==> src/rtl/idct4_pkg.sv <==
// idct4_pkg: shared state enum, width defaults and constant helpers for the 4x4 inverse transform.
package idct4_pkg;
    localparam int W_DEF      = 25;
    localparam int ACC_W_DEF  = 34;
    localparam int SHIFT1_DEF = 7;
    localparam int SHIFT2_DEF = 12;
    localparam int CLIP_MAX   = 32767;
    localparam int CLIP_MIN   = -32768;

    typedef enum logic [1:0] {LOAD, PASS1, PASS2} state_t;

    localparam logic signed [7:0] COEF_M [16] = '{
        8'sd64,  8'sd64,  8'sd64,  8'sd64,
        8'sd83,  8'sd36, -8'sd36, -8'sd83,
        8'sd64, -8'sd64, -8'sd64,  8'sd64,
        8'sd36, -8'sd83,  8'sd83, -8'sd36
    };

    function automatic logic signed [7:0] coef(input logic [1:0] k, input logic [1:0] n);
        return COEF_M[{k, n}];
    endfunction

    function automatic int round_c(input int shift);
        return 1 << (shift - 1);
    endfunction
endpackage

==> src/rtl/idct4_mac.sv <==
// idct4_mac: single signed multiply-accumulate lane with pass-selected round/shift.
// Ports: clk, reset (async active-low), en (step), k (term index, 0 clears),
//        pass (0 column pass, 1 row pass), c (coefficient), opnd (operand),
//        res (rounded/shifted result of acc+c*opnd, meaningful on k==3).
// Build option: IDCT_CLIP_EN saturates res to [-32768, 32767].
module idct4_mac
    import idct4_pkg::*;
#(
    parameter int W      = W_DEF,
    parameter int ACC_W  = ACC_W_DEF,
    parameter int SHIFT1 = SHIFT1_DEF,
    parameter int SHIFT2 = SHIFT2_DEF
) (
    input  logic                clk,
    input  logic                reset,
    input  logic                en,
    input  logic [1:0]          k,
    input  logic                pass,
    input  logic signed [7:0]   c,
    input  logic signed [W-1:0] opnd,
    output logic signed [W-1:0] res
);
    localparam logic signed [ACC_W-1:0] RND1 = ACC_W'(round_c(SHIFT1));
    localparam logic signed [ACC_W-1:0] RND2 = ACC_W'(round_c(SHIFT2));

    logic signed [ACC_W-1:0] acc, c_x, o_x, prod, sum, rnd, shifted;

    assign c_x     = ACC_W'(c);
    assign o_x     = ACC_W'(opnd);
    assign prod    = c_x * o_x;
    assign sum     = (k == 2'd0 ? '0 : acc) + prod;
    assign rnd     = sum + (pass ? RND2 : RND1);
    assign shifted = pass ? rnd >>> SHIFT2 : rnd >>> SHIFT1;

`ifdef IDCT_CLIP_EN
    localparam logic signed [ACC_W-1:0] MAXV = ACC_W'(CLIP_MAX);
    localparam logic signed [ACC_W-1:0] MINV = ACC_W'(CLIP_MIN);
    assign res = W'(shifted > MAXV ? MAXV : (shifted < MINV ? MINV : shifted));
`else
    assign res = W'(shifted);
`endif

    always_ff @(posedge clk or negedge reset) begin
        if (!reset) acc <= '0;
        else if (en) acc <= sum;
    end
endmodule

==> src/rtl/idct4_ctrl.sv <==
// idct4_ctrl: sequencer for the HEVC 4x4 inverse transform (load, column pass, row pass, stream out).
// Ports: clk, reset (async active-low); in_data/in_valid/in_ready coefficient stream
//        (row-major X[r][c]); out_data/out_valid/out_ready residual stream (row-major);
//        busy high during either transform pass.
// Build option: IDCT_CLIP_EN enables 16-bit saturation of both pass results.
module idct4_ctrl
    import idct4_pkg::*;
#(
    parameter int W      = W_DEF,
    parameter int ACC_W  = ACC_W_DEF,
    parameter int SHIFT1 = SHIFT1_DEF,
    parameter int SHIFT2 = SHIFT2_DEF
) (
    input  logic                clk,
    input  logic                reset,
    input  logic signed [W-1:0] in_data,
    input  logic                in_valid,
    output logic                in_ready,
    output logic signed [W-1:0] out_data,
    output logic                out_valid,
    input  logic                out_ready,
    output logic                busy
);
    state_t state, state_n;
    logic [1:0] j, n, k;
    logic drain, adv, hs, last_k, last_r, wr_out;
    logic signed [W-1:0] x   [16];
    logic signed [W-1:0] tmp [16];
    logic signed [W-1:0] opnd, mac_res;

    assign hs     = out_valid && out_ready;
    assign last_k = k == 2'd3;
    assign last_r = {j, n} == 4'hf;
    // Row pass freezes on a stalled output and after the final result until it drains.
    assign adv    = state == PASS1 || (state == PASS2 && !drain && !(out_valid && !out_ready));
    assign wr_out = state == PASS2 && adv && last_k;
    // Column pass walks X[k][j]; row pass walks tmp[i][k] with i held in j.
    assign opnd   = state == PASS2 ? tmp[{j, k}] : x[{k, j}];

    idct4_mac #(.W(W), .ACC_W(ACC_W), .SHIFT1(SHIFT1), .SHIFT2(SHIFT2)) u_mac (
        .clk  (clk),
        .reset(reset),
        .en   (adv),
        .k    (k),
        .pass (state == PASS2),
        .c    (coef(k, n)),
        .opnd (opnd),
        .res  (mac_res)
    );

    always_comb begin
        in_ready = state == LOAD;
        busy     = state != LOAD;
        state_n  = (state == LOAD && in_valid && last_r) ? PASS1 :
                   (state == PASS1 && last_k && last_r)  ? PASS2 :
                   (state == PASS2 && drain && hs)       ? LOAD  : state;
    end

    always_ff @(posedge clk or negedge reset) begin
        if (!reset) begin
            state     <= LOAD;
            j         <= '0;
            n         <= '0;
            k         <= '0;
            drain     <= 1'b0;
            out_data  <= '0;
            out_valid <= 1'b0;
        end else begin
            state <= state_n;
            if (state == LOAD && in_valid) {j, n} <= {j, n} + 4'd1;
            if (adv) begin
                k <= k + 2'd1;
                if (last_k) {j, n} <= {j, n} + 4'd1;
            end
            if (wr_out) begin
                out_data  <= mac_res;
                out_valid <= 1'b1;
            end else if (hs) out_valid <= 1'b0;
            if (wr_out && last_r) drain <= 1'b1;
            else if (hs) drain <= 1'b0;
        end
    end

    // Register files are fully rewritten before use, so they carry no reset.
    always_ff @(posedge clk) begin
        if (state == LOAD && in_valid) x[{j, n}] <= in_data;
        if (state == PASS1 && last_k) tmp[{n, j}] <= mac_res;
    end
endmodule

==> config.mk <==
export PLATFORM = sky130hd
export DESIGN_NAME = idct4_ctrl
export DESIGN_NICKNAME = d
export VERILOG_FILES = /design/src/rtl/idct4_pkg.sv /design/src/rtl/idct4_mac.sv /design/src/rtl/idct4_ctrl.sv
export SDC_FILE = /design/constraint.sdc
export NUM_CORES = 1
export LEC_CHECK = 0
export ABC_AREA = 1
export BUFFER_PORTS_ARGS = -buffer_cell sky130_fd_sc_hd__buf_4
export CORE_UTILIZATION = 58
export CTS_CLUSTER_DIAMETER = 60
export DETAILED_ROUTE_END_ITERATION = 10
export PLACE_DENSITY = 0.77
export SLEW_MARGIN = 20
export SYNTH_ARGS = -nofsm -noshare
export SYNTH_HDL_FRONTEND = slang
export SYNTH_SLANG_ARGS = --single-unit
export TNS_END_PERCENT = 10
==> constraint.sdc <==
create_clock -name clk -period 8.1 [get_ports clk]
set_input_delay 0.81 -clock clk [delete_from_list [all_inputs] [get_ports clk]]
set_output_delay 0.81 -clock clk [all_outputs]
set_load 0.1 [all_outputs]
==> flow_summary.toml <==
[yosys]
ys_seq_elements = 869
yosys_warnings = 0
synth-simple-area-share_pct = 15.53
syn_nets = 4245
seq_area_frac_synth_pct = 58.97
yosysTopAreaCell = "edfxtp_1"
synth_compound_area_share_pct = 8.719
avgSynthCellArea_sq_um = 11.05
synthMuxAreaShare_pct = 0.02292
synth_xor_area_share_pct = 0.9025
synth_top_family_by_area = "simple AND/OR/NAND/NOR gates"
yosysUniqueCellTypes = 63
synth_cells = 3952
syn_area_sq_um = 43670
netlist_top_cells_area = "edfxtp_1 (55%), nand2_1 (7.8%), fa_1 (7.2%)"
yosys.area.top_type_share_pct = 55.01
synthAdderAreaFrac_pct = 10.28

[die]
io_pins = 57
die_w_um = 276.4
std_cell_rows = 100
core-area_sq_um = 74450
dieArea_sq_um = 76390
die_y_um = 276.4
initial_core_util_pct = 58.66

[worst_setup_path]
cp_slowest_cell = "a22oi_1"
crit_start = "k[0]$_DFFE_PN0N_"
required_ns = 8.48
max_stage_delay_ns = 0.57
critPathKind = "flip-flop to flip-flop"
crit_path_frequent_cell = "inv_1"
critPathCaptureType = "flip-flop"
cp.arrival_ns = 9.34
start_kind = "flip-flop"
r2r_start = "k[0]$_DFFE_PN0N_"
cp_max_fo = 16

[final_layout]
areaGrowthSynthToFinish_pct = 27.53
regArea_sq_um = 25750
antenna_cells = 0
multi_input_area_sq_um = 17710
drive_gt1_share_pct = 28.93
nets = 4914
fill_cells = 4287
utilization_pct = 74.81

[grt]
grt_overflow = 0
grt_pass1_vias = 34976
antenna_found_initial = 0
grt_max_degree = 70
grt_pass1_wl_mm = 206.4
grt_util_all_layers_pct = 35.95

[routing]
drtAntennaViolNets = 0
routed_wl_mm = 142.0
viasPerCell = 6.241
drc = 0
dr.pass1.iters = 7
drtIter0Drc = 4736
wl_per_cell_um = 25.08
vias = 35342

[sta]
worstMarginPinSlew_ns = 1.186
slew_headroom_pct = 20.78
timing.final.ws_setup_ns = -0.8645
rsz0062_at_grt = "true"
setup_viol = 430
whs_ns = 0.1654
hold_violations = 0
fin_tns_setup_ns = -251.45
period_share_pct = 110.7
period_minus_slack_ns = 8.964
drv_slew = 0
skew_ns = 0.05626
max_freq_mhz = 111.6

[clock_network]
cts_inserted_buffers = 88
clk_latency_ns = 0.68
clk_pin_slew_ns = 0.06
clockRootBuffer = "clkbuf_16"
cts_tree = "built"
cts_buffer_depth = 3
htreeDepth = 3
cts_num_sinks = 869

[place]
port_buffers = 56
dp_slack_ns = -1.247
hpwl_mm = 84.38
gp_routability_congestion = 0.9701

[status]
violations = "setup timing"
status = "finished, violations left"

[min_path]
holdCritPathClass = "primary input to async pin"

[flow_run]
maxCapViolations = 0
## worst paths after layout
check                                             to  slack (ns)  cells after the start
setup reg to reg                tmp[4][15]$_DFFE_PP_       -0.86                     52
min in group clk                  x[1][21]$_DFFE_PP_        0.43                      1
hold reg to reg             out_data[17]$_DFFE_PN0P_        0.49                      2
max in group asynchronous           k[1]$_DFFE_PN0N_        7.29                      1
setup / recovery                tmp[4][15]$_DFFE_PP_       -0.86                     52
hold / removal             u_mac.acc[20]$_DFFE_PN0N_        0.17                      1
## state kept, by name, summed over array words and instances (netlist names)
| signal | count |
|---|---|
| n | 2 |
| out_valid | 1 |
| k | 2 |
| j | 2 |
| x | 400 |
| state | 2 |
| out_data | 25 |
| drain | 1 |
| tmp | 400 |
| u_mac.acc | 34 |
## logic make-up (layout without fill, tap and decap cells)
family,count (synthesis),count (layout)
and+or+nand+nor,1567,1571
DFF,869,869
buffers and inverters,635,1373
AOI/OAI and AO/OA,571,571
adders and majority gates,264,264
xor gates and xnor gates,45,45
muxes,1,1
## synth_stat cells, drive strengths merged
| master | number |
|---|---|
| nor3 | 42 |
| fa | 158 |
| a31oi | 16 |
| nand4 | 86 |
| o21a | 7 |
| edfxtp | 800 |
| a22oi | 275 |
| mux2i | 1 |
| ha | 106 |
| o211ai | 5 |
| clkinv | 10 |
| xor2 | 31 |
| clkbuf | 79 |
| a22o | 4 |
| nand3b | 7 |
| nand2 | 954 |
| or4 | 6 |
| buf | 71 |
| nand3 | 128 |
| nor2 | 306 |
| a211oi | 3 |
| a21o | 6 |
| or2 | 3 |
| a21oi | 162 |
| a2111oi | 2 |
| and2 | 16 |
| o31ai | 2 |
| a221oi | 7 |
| o21ai | 57 |
| dfrtp | 69 |
| a21boi | 5 |
| inv | 475 |
| o21bai | 6 |
| nor4 | 15 |
| xnor2 | 14 |
| or3 | 3 |
| o22ai | 9 |
| a2111o | 1 |
| a311oi | 1 |
| o41ai | 2 |
| and3 | 1 |
| a31o | 1 |
## area by class of cell
class	count	share of cell area, %
repair buffers	725	11.14
inverters	485	3.336
flip-flops and latches	869	46.24
well taps	969	2.177
multi-input cells	2452	31.80
clock inverters	60	1.202
clock buffers	103	4.100
## critical path, delay by kind of cell (launching register included)
| kind | cells | cell delay, ns |
|---|---|---|
| buffers and inverters | 19 | 2.26 |
| xor gates and xnor gates | 1 | 0.16 |
| and+or+nand+nor | 20 | 2.12 |
| adders and majority gates | 6 | 2.33 |
| DFF | 1 | 0.41 |
| AOI/OAI and AO/OA | 6 | 1.37 |
## through the flow
step | area (sq um) | cells
detailed placement | 49840 | 5420
global route | 55690 | 5663
CTS | 54710 | 5645
floorplan | 43670 | 3952
finish | 55690 | 5663
global placement | 49820 | 5419
## routing by layer
layer / GRT usage (%) / wire [um]
met1: 44.39 / 47840
met2: 57.51 / 66390
met3: 8.450 / 17600
met4: 22.43 / 10200
met5: 0 / 0
## cells in the final DEF, fill, tap and decap left out, drive strengths merged, types with 3 or more instances in the layout
| cell | n |
|---|---|
| clkinv | 53 |
| or4 | 6 |
| nand3b | 7 |
| nand3 | 128 |
| a22o | 4 |
| edfxtp | 800 |
| buf | 723 |
| nor4 | 15 |
| a31oi | 16 |
| a211oi | 3 |
| xnor2 | 14 |
| or3 | 3 |
| a21o | 6 |
| a21boi | 5 |
| o21bai | 6 |
| inv | 479 |
| xor2 | 31 |
| clkinvlp | 4 |
| ha | 106 |
| a21oi | 162 |
| nand4 | 86 |
| clkbuf | 104 |
| o22ai | 9 |
| nor3 | 42 |
| nor2 | 306 |
| o211ai | 5 |
| a22oi | 275 |
| bufinv | 9 |
| or2 | 3 |
| a221oi | 7 |
| dfrtp | 69 |
| fa | 158 |
| o21ai | 57 |
| o21a | 7 |
| and2 | 18 |
| nand2 | 956 |
## timing repair
item,in CTS,in global routing
resized for setup,325,171
endpoints found under the setup margin,433,435
hold buffers,0,0
hold endpoints to repair,0,0
cloned,6,3
buffers inserted,57,18
pin swaps,70,89
Power is left out: the tool's default activity adds up to more than one toggle a clock period on the data nets, which glitch-free logic cannot reach.
